### src/rtl/obi_arb_pkg.sv
// obi_arb_pkg: shared types and constants for the OBI data-port arbiter.
// Rev 1.0
`default_nettype none

package obi_arb_pkg;

  localparam int NUM_REQUESTERS = 2;
  localparam int OBI_ADDR_MAX   = 64;

  typedef logic [0:0] req_id_t;

  // Address field sized for the widest supported port; users truncate to ADDR_WIDTH.
  typedef struct packed {
    logic [OBI_ADDR_MAX-1:0] addr;
    logic                    we;
    logic [3:0]              be;
    logic [31:0]             wdata;
  } obi_req_t;

  typedef struct packed {
    logic [31:0] rdata;
    logic        err;
  } obi_rsp_t;

endpackage

`default_nettype wire

### src/rtl/obi_arb_id_fifo.sv
// obi_arb_id_fifo: in-order FIFO of requester IDs for outstanding OBI transactions.
// Rev 1.0
`default_nettype none

module obi_arb_id_fifo
  import obi_arb_pkg::*;
#(
  parameter int DEPTH = 2
) (
  input  logic                         clk_i,
  input  logic                         rst_i,
  input  logic                         push,
  input  req_id_t                      push_id,
  input  logic                         pop,
  output req_id_t                      head_id,
  output logic                         full,
  output logic                         empty,
  output logic [$clog2(DEPTH+1)-1:0]   count
);

  localparam int CNT_W = $clog2(DEPTH + 1);
  localparam int PTR_W = (DEPTH > 1) ? $clog2(DEPTH) : 1;
  localparam logic [PTR_W-1:0] LAST_PTR = PTR_W'(DEPTH - 1);

  req_id_t           slots [DEPTH];
  logic [PTR_W-1:0]  wr_ptr;
  logic [PTR_W-1:0]  rd_ptr;
  logic [CNT_W-1:0]  cnt;

  always_ff @(posedge clk_i) begin
    if (push) begin
      slots[wr_ptr] <= push_id;
    end
  end

  always_ff @(posedge clk_i) begin
    if (rst_i) begin
      wr_ptr <= '0;
      rd_ptr <= '0;
      cnt    <= '0;
    end else begin
      if (push) begin
        wr_ptr <= (wr_ptr == LAST_PTR) ? '0 : wr_ptr + PTR_W'(1);
      end
      if (pop) begin
        rd_ptr <= (rd_ptr == LAST_PTR) ? '0 : rd_ptr + PTR_W'(1);
      end
      if (push && !pop) begin
        cnt <= cnt + CNT_W'(1);
      end else if (pop && !push) begin
        cnt <= cnt - CNT_W'(1);
      end
    end
  end

  assign head_id = slots[rd_ptr];
  assign full    = (cnt == CNT_W'(DEPTH));
  assign empty   = (cnt == '0);
  assign count   = cnt;

endmodule

`default_nettype wire

### src/rtl/obi_data_arbiter.sv
// obi_data_arbiter: two-requester OBI arbiter with in-order response routing.
// Option OBI_ARB_ROUND_ROBIN_EN selects round-robin instead of fixed priority. Rev 1.0
`default_nettype none

module obi_data_arbiter
  import obi_arb_pkg::*;
#(
  parameter int ADDR_WIDTH      = 32,
  parameter int MAX_OUTSTANDING = 2
) (
  input  logic                                   clk_i,
  input  logic                                   rst_i,
  input  logic                                   m0_req_i,
  output logic                                   m0_gnt_o,
  input  logic [ADDR_WIDTH-1:0]                  m0_addr_i,
  input  logic                                   m0_we_i,
  input  logic [3:0]                             m0_be_i,
  input  logic [31:0]                            m0_wdata_i,
  output logic                                   m0_rvalid_o,
  output logic [31:0]                            m0_rdata_o,
  output logic                                   m0_err_o,
  input  logic                                   m1_req_i,
  output logic                                   m1_gnt_o,
  input  logic [ADDR_WIDTH-1:0]                  m1_addr_i,
  input  logic                                   m1_we_i,
  input  logic [3:0]                             m1_be_i,
  input  logic [31:0]                            m1_wdata_i,
  output logic                                   m1_rvalid_o,
  output logic [31:0]                            m1_rdata_o,
  output logic                                   m1_err_o,
  output logic                                   mem_req_o,
  input  logic                                   mem_gnt_i,
  output logic [ADDR_WIDTH-1:0]                  mem_addr_o,
  output logic                                   mem_we_o,
  output logic [3:0]                             mem_be_o,
  output logic [31:0]                            mem_wdata_o,
  input  logic                                   mem_rvalid_i,
  input  logic [31:0]                            mem_rdata_i,
  input  logic                                   mem_err_i,
  output logic [$clog2(MAX_OUTSTANDING+1)-1:0]   outstanding_o,
  output logic                                   protocol_err_o
);

  localparam int CNT_W = $clog2(MAX_OUTSTANDING + 1);
  localparam logic [0:0] ST_IDLE = 1'b0;
  localparam logic [0:0] ST_HOLD = 1'b1;

  logic [0:0]                 state_q, state_d;
  req_id_t                    owner_q, owner_d;
  req_id_t                    winner, sel_id, head_id;
  logic [NUM_REQUESTERS-1:0]  req_vec;
  obi_req_t                   req_in [NUM_REQUESTERS];
  obi_req_t                   sel_req;
  obi_rsp_t                   mem_rsp;
  logic                       fwd, push, pop;
  logic                       fifo_full, fifo_empty;
  logic [CNT_W-1:0]           fifo_count;
  logic                       perr_q;
  logic                       unused_addr;

  assign req_vec   = {m1_req_i, m0_req_i};
  assign req_in[0] = '{addr: OBI_ADDR_MAX'(m0_addr_i), we: m0_we_i, be: m0_be_i, wdata: m0_wdata_i};
  assign req_in[1] = '{addr: OBI_ADDR_MAX'(m1_addr_i), we: m1_we_i, be: m1_be_i, wdata: m1_wdata_i};
  assign mem_rsp   = '{rdata: mem_rdata_i, err: mem_err_i};

`ifdef OBI_ARB_ROUND_ROBIN_EN
  req_id_t rr_q;

  // rr_q names the favoured requester: the one not granted most recently.
  always_comb begin
    winner = req_vec[1] & ~req_vec[0];
    if (&req_vec) begin
      winner = rr_q;
    end
  end

  always_ff @(posedge clk_i) begin
    if (rst_i) begin
      rr_q <= '0;
    end else if (push) begin
      rr_q <= ~sel_id;
    end
  end
`else
  assign winner = req_vec[1] & ~req_vec[0];
`endif

  always_comb begin
    state_d = state_q;
    owner_d = owner_q;
    sel_id  = winner;
    fwd     = !fifo_full && (|req_vec);
    if (state_q == ST_HOLD) begin
      sel_id = owner_q;
      fwd    = !fifo_full;
    end
    if (rst_i) begin
      fwd = 1'b0;
    end
    push = fwd && mem_gnt_i;
    if (fwd && !mem_gnt_i && (state_q == ST_IDLE)) begin
      state_d = ST_HOLD;
      owner_d = winner;
    end
    if (push) begin
      state_d = ST_IDLE;
    end
  end

  always_ff @(posedge clk_i) begin
    if (rst_i) begin
      state_q <= ST_IDLE;
      owner_q <= '0;
      perr_q  <= 1'b0;
    end else begin
      state_q <= state_d;
      owner_q <= owner_d;
      if (mem_rvalid_i && fifo_empty) begin
        perr_q <= 1'b1;
      end
    end
  end

  obi_arb_id_fifo #(
    .DEPTH (MAX_OUTSTANDING)
  ) u_id_fifo (
    .clk_i   (clk_i),
    .rst_i   (rst_i),
    .push    (push),
    .push_id (sel_id),
    .pop     (pop),
    .head_id (head_id),
    .full    (fifo_full),
    .empty   (fifo_empty),
    .count   (fifo_count)
  );

  assign sel_req     = req_in[sel_id];
  assign unused_addr = ^sel_req.addr;

  assign mem_req_o   = fwd;
  assign mem_addr_o  = fwd ? sel_req.addr[ADDR_WIDTH-1:0] : '0;
  assign mem_we_o    = fwd & sel_req.we;
  assign mem_be_o    = fwd ? sel_req.be : 4'h0;
  assign mem_wdata_o = fwd ? sel_req.wdata : 32'h0;
  assign m0_gnt_o    = push && (sel_id == 1'b0);
  assign m1_gnt_o    = push && (sel_id == 1'b1);

  // Responses with nothing outstanding are dropped, never routed.
  assign pop         = mem_rvalid_i && !fifo_empty && !rst_i;
  assign m0_rvalid_o = pop && (head_id == 1'b0);
  assign m1_rvalid_o = pop && (head_id == 1'b1);
  assign m0_rdata_o  = m0_rvalid_o ? mem_rsp.rdata : 32'h0;
  assign m1_rdata_o  = m1_rvalid_o ? mem_rsp.rdata : 32'h0;
  assign m0_err_o    = m0_rvalid_o & mem_rsp.err;
  assign m1_err_o    = m1_rvalid_o & mem_rsp.err;

  assign outstanding_o  = rst_i ? '0 : fifo_count;
  assign protocol_err_o = perr_q & ~rst_i;

endmodule

`default_nettype wire

### config.mk
export PLATFORM = sky130hd
export DESIGN_NAME = obi_data_arbiter
export DESIGN_NICKNAME = d
export VERILOG_FILES = /design/src/rtl/obi_arb_pkg.sv /design/src/rtl/obi_arb_id_fifo.sv /design/src/rtl/obi_data_arbiter.sv
export SDC_FILE = /design/constraint.sdc
export NUM_CORES = 1
export LEC_CHECK = 0
export CAP_MARGIN = 40
export CORE_AREA = 2 2 123 125
export CTS_CLUSTER_DIAMETER = 60
export DETAILED_ROUTE_END_ITERATION = 10
export DIE_AREA = 0 0 125 127
export GPL_TIMING_DRIVEN = 0
export PLACE_DENSITY = 0.58
export SLEW_MARGIN = 10
export SYNTH_ARGS = -nofsm -noshare
export SYNTH_HDL_FRONTEND = slang
export SYNTH_SLANG_ARGS = --single-unit
### constraint.sdc
create_clock -name clk_i -period 3.5 [get_ports clk_i]
set_clock_uncertainty 0.1 [all_clocks]
set_input_delay 0.7 -clock clk_i [delete_from_list [all_inputs] [get_ports clk_i]]
set_output_delay 0.7 -clock clk_i [all_outputs]
set_load 0.005 [all_outputs]
==> results_dict.tcl <==
set metrics [dict create \
    outcome "finished clean" \
    firstDrtPassIters 5 \
    use_met3_pct 3.52 \
    busiest_layer "met2" \
    hp-class "reg -> reg" \
    clock-sinks 10 \
    synthCells 381 \
    die_x_um 125 \
    grt_pass1_vias 4173 \
    register_area_sq_um 220 \
    switching_power_uw 491 \
    cts_root_buf "clkbuf_16" \
    synth.distinct_cells 34 \
    synth_edf_count 2 \
    drive_gt1_share_pct 16.1 \
    cts_tree "yes" \
    hpwl_um 13500 \
    p_comb_share_pct 73.4 \
    die_area_sq_um 15900 \
    clock_power_share_pct 15.3 \
    setup_tns_ns 0 \
    path_clk_slew_ns 0.04 \
    setup_violations 0 \
    rows 44 \
    syn_to_final_growth_pct 144 \
    finalCritPeriodShare_pct 98.7 \
    ios 320 \
    gp_congestion 0.936 \
    die_y_um 127 \
    drt-vias-per-instance 4.80 \
    htreeDepth 1 \
    startpoint_type "primary input" \
    synthesis.area_sq_um 2490 \
    start_util_pct 17.3 \
    crit_required_ns 2.70 \
    rrSetupSlack_ns 1.25 \
    p_int_uw 833 \
    hold_violations 0 \
    final_cell_mix "clkdlybuf4s50_1 (316), o21ai_0 (70), nand3_1 (69), a21oi_2 (69), and3_1 (66)" \
    p_seq_share_pct 11.4 \
    grt_overflow 0 \
    rsz0062_at_grt "true" \
    crit_arrival_ns 2.66 \
    drtIter0Drc 239 \
    slew_headroom_pct 62.4 \
    fmax_mhz 289 \
    avgSynthCellArea_sq_um 6.54 \
    drc 0 \
    maxSlewViolCount 0 \
    grt_usage_pct 19.2 \
    critPathCaptureType "primary output" \
    drt-total-wl_um 16700 \
    grt_pass1_wl_um 24700 \
    fin_nets 885 \
    drv_cap 0 \
    synthFlopType "dfxtp_1" \
    ys_warn_count 0 \
    post-route-util_pct 42.1 \
    grt_max_degree 20 \
    port_buffers 319 \
    cts_inserted_buffers 3 \
    vdd_ir_drop_max_v 0.000241 \
    grtUsageMet1_pct 25.2 \
    finalCriticalPeriod_ns 3.46 \
    synthArstFlopShare_pct 0 \
    clk_path_buf_depth 2 \
    antenna_found_initial 0 \
    p_per_area_nw_per_um2 218 \
    core_area_sq_um 14400 \
    vias 4271 \
    tightest_slew_ns 0.564 \
    synth_nets 559 \
    clk_latency_ns 0.24 \
    ys_seq_area_share_pct 8.84 \
    ant_nets 0 \
    swShare_pct 37.1 \
    yosys_register_bits 10 \
    cp_max_fo 10 \
    n_fill_cell 1451 \
    p_leak_nw 2.39 \
    wl_per_cell_um 18.8 \
    path_class "in -> out" \
    met2_usage_pct 34.1 \
    final_common_cell "clkdlybuf4s50_1" \
    antenna_cells 0 \
    multi_input_area_sq_um 2000 \
]
[timing repair]
| action | 4_1_cts | 5_1_grt |
|---|---|---|
| endpoints found under the setup margin | 103 | 49 |
| hold buffers | 0 | 0 |
| gates resized for setup | 23 | 10 |
| pin swaps | 0 | 1 |
| buffers inserted | 2 | 1 |
[power by group through the flow]
stage               logic [mW]  registers [mW]  clock network, mW
floorplan                0.393           0.149                  0
global placement         0.941           0.151                  0
detailed placement       0.954           0.152                  0
CTS                      0.970           0.151              0.203
global route              1.04           0.153              0.212
finish                   0.971           0.151              0.202
[final timing paths]
| check | from | end | cells past startpoint |
|---|---|---|---|
| max | mem_rvalid_i | m0_rdata_o[14] | 7 |
| min | perr_q$_SDFFE_PP0P_ | perr_q$_SDFFE_PP0P_ | 2 |
| max reg2reg | u_id_fifo.count[0]$_SDFFE_PP0P_ | u_id_fifo.count[1]$_SDFFE_PP0P_ | 8 |
| min reg2reg | perr_q$_SDFFE_PP0P_ | perr_q$_SDFFE_PP0P_ | 2 |
[synth_stat cells (2+ instances only)]
master,count,share of area [%]
nand2_1,3,0.45
nand2b_1,3,0.75
buf_2,11,2.2
nor2_1,9,1.4
edfxtp_1,2,2.4
buf_1,3,0.45
nand3_1,69,14
buf_6,7,3.2
nor3_2,2,0.80
inv_2,2,0.30
nor2b_1,5,1.3
o21ai_0,70,14
and2_1,3,0.75
xor2_1,3,1.1
and3_1,66,17
clkbuf_1,30,4.5
dfxtp_1,8,6.4
a21oi_2,69,24
[cells by family (layout without fill, tap and decap cells)]
logic type               after synthesis  after routing  synth area share (%)
AO/OA/AOI/OAI                        145            145                  40.2
flip-flops                            10             10                  8.84
adder cells (fa/ha/maj)                1              1                 0.502
AND/OR/NAND/NOR                      165            165                  37.5
buffers and inverters                 55            380                  11.1
XOR/XNOR                               3              3                  1.06
multiplexers                           2              2                 0.854
[critical path, cell delays in order]
cell and delay, ns:
clkdlybuf4s50_1 0.49, o21ai_1 0.13, nor2_2 0.24, buf_6 0.17
clkbuf_4 0.19, and3_1 0.20, clkdlybuf4s50_1 0.53
[through the flow]
step	hold slack (ns)	instance area, sq um	worst slack [ns]	instances	power [mW]
final	0.372	6080	0.0440	890	1.32
after floorplan	0.329	2490	1.13	381	0.542
after global routing	0.382	6080	-0.0234	890	1.41
after CTS	0.365	6050	0.0224	889	1.32
after global placement	0.358	5910	-0.542	884	1.09
after detailed placement	0.356	5920	-0.539	885	1.11
[routing by layer]
layer	up-vias	routed length, um	part of all wire [%]
met1	2021	7230	43
li1	2048	-	-
met4	0	202	1.2
met2	186	8240	49
met5	-	0	0
met3	16	1020	6.1
[final cells by class]
type	instances	area share, %
repair buffers	323	53.0
multi-input cells	316	32.9
plain buffers	50	5.11
well taps	184	3.79
flip-flops and latches	10	3.62
clock buffers	3	1.24
inverters	3	0.185
clock inverters	1	0.0618
[sequential cells by signal, indices dropped and copies added (netlist names), named ones only]
name,count
owner_q,1
u_id_fifo.wr_ptr,1
u_id_fifo.count,2
u_id_fifo.rd_ptr,1
perr_q,1
u_id_fifo.slots,2
state_q,1
(Power assumes the default switching activity.)
==> RTL change: new RTL, config.mk and constraints unchanged <==
The option `OBI_ARB_ROUND_ROBIN_EN` is turned on by a define.
--- a/src/rtl/obi_data_arbiter.sv
+++ b/src/rtl/obi_data_arbiter.sv
@@ -1,6 +1,8 @@
 // obi_data_arbiter: two-requester OBI arbiter with in-order response routing.
 // Option OBI_ARB_ROUND_ROBIN_EN selects round-robin instead of fixed priority. Rev 1.0
 `default_nettype none
+
+`define OBI_ARB_ROUND_ROBIN_EN
 
 module obi_data_arbiter
   import obi_arb_pkg::*;
Function: changed (a bounded check fails within 4 cycles, from zero or initial values and one cycle with rst_i high).
==> RTL change against the unedited design <==
  * Non-clock buffer count grew 16
  * Sequential share of layout area about the same
  * Critical path type unchanged
  * Register-to-register slack better by 0.02 ns
  * Critical endpoint is now mem_addr_o[16]
  * Design area grew 8.7%
  * Sequential cell count up 1
  * Core utilization up 3.7 points
  * Total power rose by 20%
  * Global-route usage grew 0.88 points
  * Setup slack lost 0.020 ns
  * Routed wire length is 2.2% higher
  * Synthesized area up 18%
  * Count of clock-buffer cells in the layout rose by 1
  * Sequential power up 12%
==> RTL change: results <==
[global_routing]
grtUsageMet2_pct = 39.6
grt_usage_pct = 20.1
grt_pass1_wl_um = 26100
met3_usage_pct = 5.28
first_global_vias = 4814
grt_start_max_net_pins = 11

[power]
clock_power_mw = 0.206
switching_share_pct = 38.6
power.internal_mw = 0.976
leakagePower_nw = 3.15
seq-power_mw = 0.169

[detailed_routing]
drt_iter0_markers = 182
m1WireLength_um = 6120
met2_wirelength_um = 9200
viasPerCell = 5.10
met3RoutedLength_um = 1420
wl_per_cell_um = 18.8

[critical_path]
reg2reg_from = state_q
r2r_cells = 7
arrival_ns = 2.68
worst_path_largest_cell_delay_ns = 0.56
critPathLaunch = m0_req_i
regToRegSetupSlack_ns = 1.27

[place]
post-dp-hpwl_um = 14000
dp_cells = 904
preCtsSetupSlack_ns = -0.374
placed_cell_area_um2 = 6350
place.gp.congestion = 0.974

[sta]
max_clock_freq_mhz = 288
whs_ns = 0.361

[logic_synthesis]
syn_nets = 579
synthTopCellsByCount = nand4_1 (139), mux2i_1 (72), and3_1 (67), buf_2 (19), clkbuf_1 (16)
synth.top_cells.by_area = nand4_1 (30%), mux2i_1 (25%), and3_1 (14%)
synthDistinctLibCells = 29

[final_layout]
drive_above_1_share_pct = 9.93

[outcome]
run_status = finished clean
-- RTL change: cell count changes in the layout (fill, tap and decap cells not counted), sizes merged, moves of 29 or more --
cell and delta:
a21oi -68, nand3 -68, o21ai -69, mux2i +71
nand4 +139, buf +29
-- RTL change: cells by family after synthesis --
| group | count (synthesis) | synth area share [%] |
|---|---|---|
| and+or+nand+nor | 232 | 48.5 |
| DFF | 11 | 8.21 |
| AOI/OAI and AO/OA | 7 | 1.58 |
| buffers and inverters | 74 | 15.4 |
| xor gates and xnor gates | 3 | 0.898 |
| adders and majority gates | 1 | 0.427 |
| muxes | 73 | 25.0 |
-- RTL change: timing repair --
action                                  CTS  global route
endpoints found under the setup margin   99            71
pin swaps                                 0             1
buffers inserted                          1             0
resized for setup                        48            31
-- RTL change: cell type report --
class,instances,area [µm²]
Fill cell,1402,7820
Sequential cell,11,240
Multi-Input combinational cell,316,2250
Tap cell,184,230
Timing Repair Buffer,320,3220
Buffer,69,563
Inverter,5,21.3
Clock buffer,4,78.8
